--- src/rtl/imem_fetch_ctrl.sv ---
// Instruction-fetch sequencer: owns the fetch PC, reads the combinational
// instruction memory and buffers {pc, instr} pairs in a prefetch queue toward decode.
module imem_fetch_ctrl #(
  parameter int          DEPTH    = 4,
  parameter logic [31:0] RESET_PC = 32'h0000_0000
) (
  input  logic        clk,
  input  logic        reset,
  input  logic        fetch_en,
  output logic [31:0] imem_addr,
  input  logic [31:0] imem_rd,
  input  logic        redirect_valid,
  input  logic [31:0] redirect_pc,
  output logic        out_valid,
  input  logic        out_ready,
  output logic [31:0] out_instr,
  output logic [31:0] out_pc,
  output logic [31:0] out_pcplus4,
  output logic        misalign_err
);

  localparam int AW = $clog2(DEPTH);
  localparam logic [AW:0] DEPTH_C = (AW+1)'(DEPTH);

  typedef enum logic [1:0] {
    IDLE = 2'b00,
    RUN  = 2'b01,
    ERR  = 2'b10
  } state_t;

  state_t        state_r, state_nxt_s;
  logic [31:0]   fetch_pc_r;
  logic [AW:0]   count_r;
  logic [AW-1:0] wptr_r, rptr_r;
  logic [31:0]   q_pc_r    [DEPTH];
  logic [31:0]   q_instr_r [DEPTH];
  logic          misalign_r;
  logic          redir_s, misalign_s, pop_s, push_s, empty_s;

  // Redirects are ignored once in ERR so the error state stays frozen until reset.
  assign redir_s    = redirect_valid & (state_r != ERR);
  assign misalign_s = redir_s & (redirect_pc[1:0] != 2'b00);
  assign empty_s    = (count_r == '0);
  assign out_valid  = ~empty_s & ~redirect_valid;
  assign pop_s      = out_valid & out_ready;
  assign push_s     = (state_r == RUN) & fetch_en & ~redirect_valid & ((count_r < DEPTH_C) | pop_s);
  assign imem_addr  = fetch_pc_r;
  assign misalign_err = misalign_r;

  // Head-of-queue view, forced to zero when empty.
  always_comb begin
    out_pc      = 32'h0000_0000;
    out_instr   = 32'h0000_0000;
    out_pcplus4 = 32'h0000_0000;
    if (!empty_s) begin
      out_pc      = q_pc_r[rptr_r];
      out_instr   = q_instr_r[rptr_r];
      out_pcplus4 = q_pc_r[rptr_r] + 32'd4;
    end else begin
      out_pc      = 32'h0000_0000;
    end
  end

  // Next-state logic; misaligned redirect wins from any non-error state.
  always_comb begin
    state_nxt_s = state_r;
    case (state_r)
      IDLE: begin
        if (misalign_s)    state_nxt_s = ERR;
        else if (fetch_en) state_nxt_s = RUN;
        else               state_nxt_s = IDLE;
      end
      RUN: begin
        if (misalign_s)     state_nxt_s = ERR;
        else if (!fetch_en) state_nxt_s = IDLE;
        else                state_nxt_s = RUN;
      end
      ERR:     state_nxt_s = ERR;
      default: state_nxt_s = IDLE;
    endcase
  end

  // State, PC, pointers, occupancy and sticky error.
  always_ff @(posedge clk or negedge reset) begin
    if (!reset) begin
      state_r    <= IDLE;
      fetch_pc_r <= RESET_PC;
      count_r    <= '0;
      wptr_r     <= '0;
      rptr_r     <= '0;
      misalign_r <= 1'b0;
    end else begin
      state_r <= state_nxt_s;
      if (misalign_s) misalign_r <= 1'b1;
      else            misalign_r <= misalign_r;
      if (redir_s) begin
        fetch_pc_r <= {redirect_pc[31:2], 2'b00};
        count_r    <= '0;
        wptr_r     <= '0;
        rptr_r     <= '0;
      end else begin
        if (push_s) begin
          fetch_pc_r <= fetch_pc_r + 32'd4;
          wptr_r     <= wptr_r + AW'(1);
        end else begin
          fetch_pc_r <= fetch_pc_r;
        end
        if (pop_s) rptr_r <= rptr_r + AW'(1);
        else       rptr_r <= rptr_r;
        case ({push_s, pop_s})
          2'b10:   count_r <= count_r + (AW+1)'(1);
          2'b01:   count_r <= count_r - (AW+1)'(1);
          default: count_r <= count_r;
        endcase
      end
    end
  end

  // Queue storage; the captured word is the one imem returns for fetch_pc this cycle.
  always_ff @(posedge clk or negedge reset) begin
    if (!reset) begin
      for (int i = 0; i < DEPTH; i++) begin
        q_pc_r[i]    <= 32'h0000_0000;
        q_instr_r[i] <= 32'h0000_0000;
      end
    end else if (push_s) begin
      q_pc_r[wptr_r]    <= fetch_pc_r;
      q_instr_r[wptr_r] <= imem_rd;
    end else begin
      q_pc_r[wptr_r]    <= q_pc_r[wptr_r];
    end
  end

endmodule
--- config.mk ---
export PLATFORM = sky130hd
export DESIGN_NAME = imem_fetch_ctrl
export DESIGN_NICKNAME = d
export VERILOG_FILES = /design/src/rtl/imem_fetch_ctrl.sv
export SDC_FILE = /design/constraint.sdc
export NUM_CORES = 1
export LEC_CHECK = 0
export BUFFER_PORTS_ARGS = -buffer_cell sky130_fd_sc_hd__buf_2
export CORE_UTILIZATION = 45
export DETAILED_ROUTE_END_ITERATION = 10
export GPL_ROUTABILITY_DRIVEN = 0
export HOLD_SLACK_MARGIN = 0.03
export PLACE_DENSITY = 0.66
export SYNTH_ARGS = -nofsm -noshare
export SYNTH_HDL_FRONTEND = slang
export SYNTH_SLANG_ARGS = --single-unit
--- constraint.sdc ---
create_clock -name clk -period 3.9 [get_ports clk]
set_clock_uncertainty 0.2 [all_clocks]
set_input_delay 0.195 -clock clk [delete_from_list [all_inputs] [get_ports clk]]
set_output_delay 0.195 -clock clk [all_outputs]
set_load 0.02 [all_outputs]
# Word level (Yosys, flattened, before mapping)
# Cells that the tools add are included.
# Widths: inputs -> output; s select.
[totals] regBits=298 out_inout_bits=130 elab_cells=78
[classes] n_addsub=6 magnitude_cmp=4 eq_ne=5 n_mux=29 bitwise=12 reduce_logical=8
[ops] operator="$bwmux 128" n=3
[ops] operator="$mux 32" n=12
[ops] operator="$bmux 32 s2" n=3
[ops] operator="$mux 128" n=1
[ops] operator="$add 32x3->32 const B" n=2
[ops] operator="$demux 32 s2" n=1
[ops] operator="$mux 2" n=5
[ops] operator="$and 1x1->1" n=7
[ops] operator="$ge 3x3->1 const B" n=2
[ops] operator="$not 2->3" n=2
[ops] operator="$pmux 3 s2" n=1
[ops] operator="$reduce_bool 2->1" n=3
[ops] operator="$add 2x1->2 const B" n=2
[ops] operator="$eq 2x1->1 const B" n=2
[ops] operator="$eq 2x2->1 const B" n=2
[ops] operator="$pmux 2 s2" n=1
[ops] operator="$add 3x1->3 const B" n=1
[ops] operator="$logic_not 3->1" n=1
[ops] operator="$lt 3x1->1 const B" n=1
[ops] operator="$lt 3x3->1 const B" n=1
[ops] operator="$mux 3" n=1
[ops] operator="$reduce_bool 3->1" n=1
[ops] operator="$sub 3x1->3 const B" n=1
[ops] operator="$logic_not 2->1" n=1
[ops] operator="other kinds (6)" n=7

# Longest topological paths before layout
[logic_depth] word_depth=9 ltp_mapped=9 mapped_depth_nobuf=7

# Worst setup path after synthesis
# Ideal clock, no wire load.
[synth_timing] path_kind="flip-flop to output port" start="reg rptr_r[0]" end="out out_pcplus4[31]" arrival_ps=2447 required_time_ps=3505 setup_slack_ps=1058 stages_incl_launch_ff=8 path_cell_list="dfrtp_1 buf_6 mux4_2 nand4_4 or4_1 buf_2 nor4_1 mux2_1"
[synth_between] elab_chain_cells=6
[synth_rtl] item="start, declared" line_no="34" text="logic [AW-1:0] wptr_r, rptr_r;"
[synth_rtl] item="start signal, assigned" line_no="108" text="if (pop_s) rptr_r <= rptr_r + AW'(1);"
[synth_rtl] item="start signal, assigned" line_no="109" text="else rptr_r <= rptr_r;"
[synth_rtl] item="$not 2->3 (not written as such)" line_no="58" text="out_pcplus4 = q_pc_r[rptr_r] + 32'd4;"
[synth_rtl] item="$bmux 32 s2" line_no="58"
[synth_rtl] item="$mux 32 (not written as such) (2 in series)" line_no="58"
[synth_rtl] item="$add 32x3->32" line_no="58"
[synth_rtl] item="$mux 32" line_no="55" text="if (!empty_s) begin"
[synth_rtl] item="end, declared" line_no="18" text="output logic [31:0] out_pcplus4,"
# Every way passes these cells. The select of a mux whose other input is x is not followed.

# Worst setup path in the final report
[layout_timing] start="reg rptr_r[0]" end="out out_pcplus4[30]"
# Same word-level chain as after synthesis.

==> results_dict.tcl <==
set metrics [dict create \
    antenna_found_initial 1 \
    arrival_ns 3.39 \
    dr.pass1.iters 6 \
    portBuffers 196 \
    hold_viol 0 \
    clk_latency_ns 0.51 \
    detail-route-antenna-nets 0 \
    first_global_vias 11400 \
    grt_first_pass_wirelength_mm 64.0 \
    power_switching_mw 6.43 \
    drive_above_1_share_pct 34.9 \
    yosysWarnings 0 \
    fillers 2804 \
    ys_ff_latch 296 \
    routed_via_density 5.66 \
    grt_setup_unrepaired "no" \
    final_common_cell "dfrtp_1" \
    stdcell_count 1999 \
    p_clk_share_pct 22.6 \
    drt_wl_total_mm 40.6 \
    crit_slowest_cell "dfrtp_4" \
    fmax_ghz 0.264 \
    worstMarginPinSlew_ns 0.857 \
    multi_input_area_mm2 0.00741 \
    path_clk_slew_ns 0.06 \
    boundaryPins 199 \
    r2r_cells 5 \
    irDropWorstVdd_mv 0.671 \
    fin_util_pct 55.8 \
    grt_usage_pct 23.9 \
    netlist_area_mm2 0.0153 \
    core_area_mm2 0.0334 \
    synth_ff_type "dfrtp_1" \
    status "completed" \
    combPwrFrac_pct 47.9 \
    pwr-share-seq_pct 29.5 \
    reg2reg_from "state_r[1]$_DFF_PN0_" \
    finalPower_mw 15.1 \
    clock-sinks 296 \
    drtIter0Drc 732 \
    synth-async-reset-ratio_pct 100 \
    hp-class "in2async" \
    die_h_um 186 \
    cp-end-kind "output pin" \
    seq_area_mm2 0.00742 \
    final_nets 1603 \
    die_x_um 186 \
    post-route-period-util_pct 97.1 \
    slew_headroom_pct 42.8 \
    start_util_pct 45.6 \
    whs_ns 0.131 \
    layout_min_cycle_time_ns 3.79 \
    htree_levels 2 \
    cts_root_buf "clkbuf_16" \
    dieArea_mm2 0.0346 \
    drc 0 \
    path_max_fanout 14 \
    setup_viol 0 \
    ys_types 52 \
    startpoint_type "flip-flop" \
    grt_max_degree 98 \
    internal_power_mw 8.70 \
    timing.setup.tns_ns 0 \
    path_class "reg2out" \
    dp_hpwl_mm 26.4 \
    p_leak_nw 8.12 \
    cp_data_required_time_ns 3.50 \
    final_cell_mix "dfrtp_1, buf_2, nor2_1" \
    avgSynthCellArea_um2 11.8 \
    n_antenna_cell 0 \
    cts_tree "done" \
    dp.cells 1866 \
    cts_buffer_depth 3 \
    slew_violations 0 \
    maxCapViolCount 0 \
    regToRegSetupSlack_ns 1.12 \
    overflow 0 \
    powerDensity_mw_per_mm2 810 \
    synth-seq-area-share_pct 48.5 \
    num_rows 67 \
    worstPathCellList "buf_4 > mux4_1 > and4_1 > nand4_1 > nor4_1 > mux2_1 > buf_2" \
    syn_inst 1291 \
    synth_edf_count 0 \
    swShare_pct 42.5 \
    regToRegEndpoint "q_pc_r[52]$_DFFE_PN0P_" \
    cts_buffers 35 \
    slowest_delay_ns 0.62 \
    routedWlPerCell_um 20.3 \
    num_vias 11300 \
    area_delta_synth_final_pct 22.4 \
]
## critical path, delay by kind of cell, from the launching register on
family	cells	cell delay (ns)
DFF	1	0.62
buffers and inverters	2	0.41
muxes	2	0.81
and+or+nand+nor	3	1.05
## cells by family (layout without fill, tap and decap cells)
family,Yosys count,in the layout,synth area share (%)
compound gates,184,184,6.53
xor+xnor,22,22,1.26
fa+ha+maj,7,7,0.623
buf+inv,117,376,3.14
flops,296,296,48.5
mux,276,276,27.4
other cells,1,2,0.0246
simple gates,388,388,12.4
## power groups by stage
| stage | combinational (mW) | clock, mW | sequential, mW |
|---|---|---|---|
| 6_report | 7.25 | 3.41 | 4.47 |
| 5_1_grt | 7.84 | 3.61 | 4.56 |
| 4_1_cts | 7.21 | 3.49 | 4.45 |
| 3_5_place_dp | 7.07 | 0 | 4.52 |
| 3_3_place_gp | 7.00 | 0 | 4.49 |
| 2_1_floorplan | 4.79 | 0 | 4.32 |
## metal layers
| layer | global-route usage [%] | up-vias | wire length (µm) |
|---|---|---|---|
| met2 | 39.2 | 433 | 18800 |
| li1 | - | 5162 | - |
| met4 | 6.03 | 2 | 803 |
| met1 | 32.4 | 5662 | 18100 |
| met3 | 5.16 | 60 | 2930 |
| met5 | 0 | - | 10 |
## cell type report
cell class | instances | area share [%]
clock buffers | 50 | 5.59
clock inverters | 11 | 0.891
inverters | 14 | 0.281
multi-input cells | 879 | 39.7
flip-flops and latches | 296 | 39.7
well taps | 448 | 3.00
repair buffers | 301 | 10.9
## flip-flops by register name (all words and copies together), names as in the netlist
register / flops
wptr_r: 2
q_instr_r: 128
q_pc_r: 128
imem_addr: 30
rptr_r: 2
misalign_err: 1
state_r: 2
count_r: 3
## metrics by stage
step	instance area (µm²)	setup slack, ns
2_1_floorplan	15300	1.06
3_3_place_gp	16700	0.539
3_5_place_dp	16700	0.453
4_1_cts	18700	0.0151
5_1_grt	18700	0.00752
6_report	18700	0.112
## synthesized netlist by cell type (5+ instances only)
cell type / count / area share [%]
or4_1: 5 / 0.25
inv_1: 14 / 0.34
buf_4: 5 / 0.25
and2_1: 72 / 3.0
xnor2_1: 6 / 0.34
clkbuf_1: 70 / 1.7
nor3_1: 20 / 0.66
nand2_1: 39 / 0.96
dfrtp_1: 296 / 49
buf_2: 8 / 0.26
o211ai_1: 5 / 0.25
mux2_1: 5 / 0.37
mux4_1: 8 / 1.4
and4_1: 5 / 0.29
mux4_2: 88 / 13
a21oi_1: 133 / 4.4
and3_1: 9 / 0.37
mux2i_1: 28 / 1.8
nand4_1: 17 / 0.70
buf_1: 18 / 0.44
mux2_2: 147 / 11
ha_1: 6 / 0.49
nor4_1: 6 / 0.25
o21ai_0: 26 / 0.85
nand3_1: 29 / 0.95
nor2_1: 166 / 4.1
or3_1: 9 / 0.37
xor2_1: 16 / 0.92
## repair_timing
action / 4_1_cts / 5_1_grt
endpoints found under the hold margin: 257 / 0
hold buffers: 71 / 0
endpoints found under the setup margin: 4 / 7
resized for setup: 0 / 6
pin swaps: 0 / 1
setup buffers: 1 / 0
## worst max-delay path by stage
stage / start / slack (ns) / to / cells after the start
after CTS: rptr_r[0]$_DFFE_PN0P_ / 0.02 / out_pcplus4[30] / 6
after floorplan: rptr_r[0]$_DFFE_PN0P_ / 1.06 / out_pcplus4[31] / 7
after detailed placement: rptr_r[0]$_DFFE_PN0P_ / 0.45 / out_pcplus4[30] / 6
final: rptr_r[0]$_DFFE_PN0P_ / 0.11 / out_pcplus4[30] / 7
after global placement: rptr_r[0]$_DFFE_PN0P_ / 0.54 / out_pcplus4[31] / 6
after global routing: rptr_r[0]$_DFFE_PN0P_ / 0.008 / out_pcplus4[30] / 7
Power figures use the tool's default switching activity.
